`config.mk`:
```
export PLATFORM = sky130hd
export DESIGN_NAME = deser8_demux
export DESIGN_NICKNAME = d
export VERILOG_FILES = /design/src/rtl/deser_pkg.sv /design/src/rtl/decoder_onehot.sv /design/src/rtl/deser8_demux.sv
export SDC_FILE = /design/constraint.sdc
export NUM_CORES = 1
export LEC_CHECK = 0
export ABC_AREA = 1
export CAP_MARGIN = 20
export CELL_PAD_IN_SITES_DETAIL_PLACEMENT = 2
export CELL_PAD_IN_SITES_GLOBAL_PLACEMENT = 2
export CORE_ASPECT_RATIO = 0.9
export CORE_MARGIN = 5
export CORE_UTILIZATION = 31
export CTS_BUF_LIST = sky130_fd_sc_hd__clkbuf_8
export DETAILED_ROUTE_END_ITERATION = 6
export PLACE_DENSITY = 0.86
export SETUP_SLACK_MARGIN = 0.1
export SYNTH_ARGS = -nofsm -noshare
export SYNTH_HDL_FRONTEND = slang
export SYNTH_HIERARCHICAL = 1
export SYNTH_SLANG_ARGS = --single-unit
```
`constraint.sdc`:
```
create_clock -name clk -period 2.26 [get_ports clk]
set_input_delay 0.452 -clock clk [delete_from_list [all_inputs] [get_ports clk]]
set_output_delay 0.452 -clock clk [all_outputs]
set_load 0.01 [all_outputs]
```
`src/rtl/deser_pkg.sv`:
```
// rtl/deser_pkg.sv - shared constants and state encoding for the deser8_demux receiver
//
// Contents:
//   WIDTH    bits per frame (power of 2)
//   IDX_W    width of the bit index / frame counter
//   state_e  receiver FSM states (IDLE, COLLECT, STALL)

package deser_pkg;

    localparam int WIDTH = 8;
    localparam int IDX_W = $clog2(WIDTH);

    // IDLE    : no partial frame, next bit must be index 0
    // COLLECT : partial frame in the shadow, next bit must be index idx
    // STALL   : complete frame in the shadow, waiting for the output slot
    typedef enum logic [1:0] {
        IDLE    = 2'b00,
        COLLECT = 2'b01,
        STALL   = 2'b10
    } state_e;

endpackage

```
`src/rtl/decoder_onehot.sv`:
```
// rtl/decoder_onehot.sv - binary index to one-hot decoder with a global enable
//
// Ports:
//   en_i   input   1      enable; all outputs are 0 when low
//   sel_i  input   IN_W   binary index
//   dec_o  output  OUT_W  one-hot vector, bit sel_i set when en_i is high

module decoder_onehot #(
    parameter int OUT_W = 8,
    parameter int IN_W  = $clog2(OUT_W)
) (
    input  logic             en_i,
    input  logic [IN_W-1:0]  sel_i,
    output logic [OUT_W-1:0] dec_o
);

    always_comb begin
        dec_o = '0;
        for (int i = 0; i < OUT_W; i++) begin
            dec_o[i] = en_i && (sel_i == IN_W'(i));
        end
    end

endmodule

```
`src/rtl/deser8_demux.sv`:
```
// rtl/deser8_demux.sv - serial-to-parallel receiver with in-order bit check and one-entry output slot
//
// Ports:
//   clk          input   1      system clock, rising edge
//   reset_n      input   1      asynchronous active-low reset
//   in_bit       input   1      serial data bit
//   in_sel       input   IDX_W  index of in_bit within the frame
//   in_valid     input   1      in_bit/in_sel valid this cycle
//   in_ready     output  1      a bit can be accepted this cycle (state != STALL)
//   frame_abort  input   1      synchronous discard of the partial frame
//   out_data     output  WIDTH  assembled frame
//   out_valid    output  1      out_data holds an unconsumed frame
//   out_ready    input   1      consumer takes out_data this cycle
//   err_order    output  1      one-cycle pulse after an out-of-order index is rejected
//   busy         output  1      partial or held frame in progress (state != IDLE)

module deser8_demux #(
    parameter int WIDTH = deser_pkg::WIDTH,
    parameter int IDX_W = $clog2(WIDTH)
) (
    input  logic             clk,
    input  logic             reset_n,
    input  logic             in_bit,
    input  logic [IDX_W-1:0] in_sel,
    input  logic             in_valid,
    output logic             in_ready,
    input  logic             frame_abort,
    output logic [WIDTH-1:0] out_data,
    output logic             out_valid,
    input  logic             out_ready,
    output logic             err_order,
    output logic             busy
);

    import deser_pkg::*;

    localparam logic [IDX_W-1:0] LAST_IDX = IDX_W'(WIDTH - 1);

    state_e           state_q, state_d;
    logic [IDX_W-1:0] idx_q, idx_d;
    logic [WIDTH-1:0] shadow_q, shadow_d;
    logic [WIDTH-1:0] out_data_q, out_data_d;
    logic             out_valid_q, out_valid_d;
    logic             err_order_q, err_order_d;

    logic             accept;
    logic             pop;
    logic             in_order;
    logic             wr_en;
    logic [WIDTH-1:0] bit_we;
    logic [WIDTH-1:0] shadow_merged;
    logic             load;
    logic [WIDTH-1:0] load_data;

    assign in_ready = (state_q != STALL);
    assign accept   = in_valid & in_ready;
    assign pop      = out_valid_q & out_ready;

    // idx_q is 0 in IDLE, so one comparison covers both the frame start
    // check (in_sel == 0) and the in-order check while collecting.
    // in_valid gates everything, so an X on in_sel never reaches state.
    assign in_order = accept && (in_sel == idx_q);
    assign wr_en    = in_order & ~frame_abort;

    decoder_onehot #(
        .OUT_W (WIDTH),
        .IN_W  (IDX_W)
    ) u_wr_dec (
        .en_i  (wr_en),
        .sel_i (in_sel),
        .dec_o (bit_we)
    );

    // Shadow with the incoming bit merged, so the final bit of a frame can
    // be forwarded to the output slot in the same cycle it arrives.
    assign shadow_merged = (shadow_q & ~bit_we) | (bit_we & {WIDTH{in_bit}});

    always_comb begin
        state_d     = state_q;
        idx_d       = idx_q;
        shadow_d    = shadow_q;
        err_order_d = 1'b0;
        load        = 1'b0;
        load_data   = shadow_merged;

        if (frame_abort) begin
            // Abort beats a same-cycle accept; the output slot is untouched.
            state_d  = IDLE;
            idx_d    = '0;
            shadow_d = '0;
        end else begin
            unique case (state_q)
                IDLE: begin
                    if (accept) begin
                        if (in_order) begin
                            shadow_d = shadow_merged;
                            idx_d    = idx_q + 1'b1;
                            state_d  = COLLECT;
                        end else begin
                            err_order_d = 1'b1;
                        end
                    end
                end

                COLLECT: begin
                    if (accept) begin
                        if (in_order) begin
                            if (idx_q == LAST_IDX) begin
                                if (!out_valid_q || pop) begin
                                    load      = 1'b1;
                                    load_data = shadow_merged;
                                    shadow_d  = '0;
                                    idx_d     = '0;
                                    state_d   = IDLE;
                                end else begin
                                    // Slot occupied: park the complete frame.
                                    shadow_d = shadow_merged;
                                    idx_d    = '0;
                                    state_d  = STALL;
                                end
                            end else begin
                                shadow_d = shadow_merged;
                                idx_d    = idx_q + 1'b1;
                            end
                        end else begin
                            // No restart from the offending bit, even if it is index 0.
                            err_order_d = 1'b1;
                            shadow_d    = '0;
                            idx_d       = '0;
                            state_d     = IDLE;
                        end
                    end
                end

                STALL: begin
                    if (pop) begin
                        load      = 1'b1;
                        load_data = shadow_q;
                        shadow_d  = '0;
                        idx_d     = '0;
                        state_d   = IDLE;
                    end
                end

                default: begin
                    state_d  = IDLE;
                    idx_d    = '0;
                    shadow_d = '0;
                end
            endcase
        end
    end

    // Output slot: a load in the same cycle as a pop keeps out_valid high.
    always_comb begin
        out_data_d  = out_data_q;
        out_valid_d = out_valid_q;
        if (load) begin
            out_data_d  = load_data;
            out_valid_d = 1'b1;
        end else if (pop) begin
            out_valid_d = 1'b0;
        end
    end

    always_ff @(posedge clk or negedge reset_n) begin
        if (!reset_n) begin
            state_q     <= IDLE;
            idx_q       <= '0;
            shadow_q    <= '0;
            out_data_q  <= '0;
            out_valid_q <= 1'b0;
            err_order_q <= 1'b0;
        end else begin
            state_q     <= state_d;
            idx_q       <= idx_d;
            shadow_q    <= shadow_d;
            out_data_q  <= out_data_d;
            out_valid_q <= out_valid_d;
            err_order_q <= err_order_d;
        end
    end

    assign out_data  = out_data_q;
    assign out_valid = out_valid_q;
    assign err_order = err_order_q;
    assign busy      = (state_q != IDLE);

endmodule
```
==> qor.txt, run 1 <==
Hold Vio Cnt, Final: 0
Cell accounting for the most synthesized area: dfrtp_1
Largest family of logic cells by synthesized area: simple AND/OR/NAND/NOR gates
Seq pwr share: 0.333
Critical Path Most Common Cell: nor2_4
Initial core utilization: 0.317
Final worst slack: 52.7 ps
Distinct cells, synth: 23
WL/cell: 23.0 um
Max-cap violation count: 0
Global route overflow: 0
Clk slew on worst S/H paths: 100 ps
Reg2reg end: shadow_q[4]
Clock group share of total power: 0.194
Pwr Density: 633 nW/um^2
First-pass GRT wire length: 11700 um
Clk_skew: 2.27 ps
CTS tree: built
Sw Ratio: 0.440
Post-Syn Nets: 261
Dpl hpwl: 4660 um
Final core occ: 0.439
CTS sink cnt: 23
CP max stage delay: 360 ps
CTS max path bufs: 2
Post-layout min period: 2210 ps
Post-Place Setup Slack: -454 ps
Drt total wl: 8310 um
Nets@finish: 309
H-tree depth: 1
Vias in the first global route: 2129
Vias/cell: 5.29
Syn Area/Cell: 6.71 um^2
Reg-to-reg startpoint: state_q[0]
CP Capture Point: shadow_q[4]
EDFF count, synth: 0
Post-synthesis register bit count: 23
Tcrit/Tclk final: 0.977
DR iter-0 viols: 140
Critical Path AT: 2420 ps
Synthesized area: 1660 um^2
Psw: 638 uW
Worst vdd ir: 0.000310 V
CP required: 2480 ps
Reg2Reg Depth: 14
CP cell instances: inv_1 -> ha_4 -> nor2_4 -> nand4_4 -> nor2_4 -> nand2_4 -> nor2_4 -> nor2_1 -> a21oi_2 -> o21a_1 -> nand3_1 -> nand2_1 -> nand3_1 -> nand2_1
Finish-stage setup viols: 0
Prevailing post-synth register cell: dfrtp_1
Synth Area in XOR/XNOR: 0.00981
Slew Viols, Final: 0
Post-synth top cells: 85 x nand2_1, 32 x nand3_1, 26 x nor2_1
Adder-Cell Fraction of Synth Area: 0.0377
CP startpoint: state_q[0]
TritonRoute pass-1 iters: 4
Routability cong.: 0.769
Final Total Pwr: 1450 uW
CTS Buf Count: 3
Pint: 812 uW
Post-synthesis mux area share: 0
Die height: 79.4 um
Combinational Power Share: 0.473
Synth-to-Final Area Change: 38.2%
Async SR Flop Fraction: 1.00
Relative slew slack: 0.649
Hold_ws: 482 ps
IO Count: 21
Ant. Diodes: 0
Syn Inst Count: 247
Via count: 1910
Startpoint type of the worst setup path: flip-flop
Hold path start: out_data[1]
Run status: finished, final reports clean
Worst reg2reg setup slack: 50 ps
CP max FO: 4
Endpoint class of the critical path: flip-flop
Critical path class: flip-flop to flip-flop
Chip width: 87.1 um
Leak Pwr: 0.00123 uW
Simple-gate share of the synthesized area: 0.442
Worst-margin pin slew: 526 ps
RSZ-0062 raised after global routing: true
Final-layout fill cell count: 612
Core area: 5220 um^2
DP Area: 2010 um^2
GR Util All Layers: 0.227
Root buf cell: clkbuf_8
Initial antenna violation count: 0
Finished layout cell area: 2290 um^2
Die area: 6910 um^2
Slowest cell on the critical path: dfrtp_1
Top cell type's share of synthesized area: 0.347
Layout cells sized above 1: 0.272
Worst skew pair latency: 270 ps
Input/output buffers: 20
Fmax: 453 MHz
Residual DRC: 0
YS warnings: 6
Largest net degree at the start of global routing: 24
Post-synthesis compound-gate area fraction: 0.0694
Row cnt: 25
Most frequent cell after synthesis: nand2_1
Worst min path class: flip-flop to flip-flop
Top cells by area, synth: dfrtp_1 35%, nand2_1 19%, nand3_1 9.7%
Register area share after synthesis: 0.347
ANT nets after route: 0
[per-stage QoR]
step / instances / setup TNS, ps
floorplan: 247 / 0
global placement: 344 / -2370
detailed placement: 344 / -4510
CTS: 353 / 0
global route: 361 / -102
finish: 361 / 0
[worst min path at each step]
stage,end,slack [ps],depth (start not counted)
floorplan,err_order,160,0
CTS,out_data[0],490,2
detailed placement,out_data[0],460,2
finish,out_data[1],480,2
global route,out_data[1],510,2
global placement,out_data[6],450,2
[cell type report]
| class | instances | area (um^2) | share of cell area |
|---|---|---|---|
| inverter | 28 | 105 | 0.0459 |
| multi-input combinational | 190 | 1060 | 0.464 |
| timing repair buffer | 49 | 417 | 0.182 |
| tap | 67 | 83.8 | 0.0366 |
| clock buffer | 3 | 41.3 | 0.0180 |
| sequential | 23 | 577 | 0.252 |
| clock inverter | 1 | 5.00 | 0.00218 |
[power groups by stage]
| stage | registers, uW | logic, uW | clock network (uW) |
|---|---|---|---|
| global placement | 482 | 508 | 0 |
| floorplan | 478 | 327 | 0 |
| CTS | 475 | 589 | 279 |
| global route | 489 | 725 | 306 |
| detailed placement | 486 | 545 | 0 |
| finish | 482 | 685 | 282 |
[worst max-delay path: cells and delay by family, from the launching register on]
kind / cells / cell delay, ps
buffers and inverters: 1 / 90
adders and majority gates: 1 / 190
and+or+nand+nor: 10 / 1110
DFF: 1 / 360
AOI/OAI and AO/OA: 2 / 390
[cells by family (layout without fill, tap and decap cells)]
| family | Yosys count | after routing |
|---|---|---|
| and+or+nand+nor | 162 | 162 |
| AOI/OAI and AO/OA | 22 | 22 |
| xor gates and xnor gates | 1 | 1 |
| buffers and inverters | 34 | 81 |
| adders and majority gates | 5 | 5 |
| DFF | 23 | 23 |
[layer usage]
metal  vias to the layer above  track usage  part of all wire
li1                        867            -                 -
met1                       974        0.268              0.43
met2                        56        0.407              0.51
met3                        13       0.0279             0.040
met4                         0       0.0981             0.020
met5                         -            0                 0
[placed cells by master, fill, tap and decap left out, types with 4 or more instances in the layout]
master	Yosys	final
nor2_4	2	8
or2_2	6	6
clkdlybuf4s50_1	0	16
a21oi_1	9	7
o21ai_2	0	5
nor2_1	26	15
nand2_1	85	83
nand3_1	32	32
nor2_2	2	7
inv_1	25	24
dfrtp_1	23	22
o21ai_1	4	4
inv_2	3	4
buf_4	1	28
[sequential cells by signal, indices dropped and copies added (netlist names)]
register / flops
shadow_q: 8
state_q: 2
out_data: 8
err_order: 1
idx_q: 3
out_valid: 1
[what timing repair did]
action,in CTS,in global routing
pin swaps,3,10
hold buffers,0,0
buffers inserted,5,8
gates resized for setup,23,24
setup endpoints to repair,17,18
gates cloned,0,0
hold endpoints to repair,0,0
Power figures use the tool's default switching activity.
==> inputs of run 2 (changes only) <==
--- a/config.mk
+++ b/config.mk
@@ -14,6 +14,7 @@
 export CORE_UTILIZATION = 31
 export CTS_BUF_LIST = sky130_fd_sc_hd__clkbuf_8
 export DETAILED_ROUTE_END_ITERATION = 6
+export HOLD_SLACK_MARGIN = 0.05
 export PLACE_DENSITY = 0.86
 export SETUP_SLACK_MARGIN = 0.1
 export SYNTH_ARGS = -nofsm -noshare
==> results of run 2 <==
Final layout, timing and power as in run 1 (identical DEF).
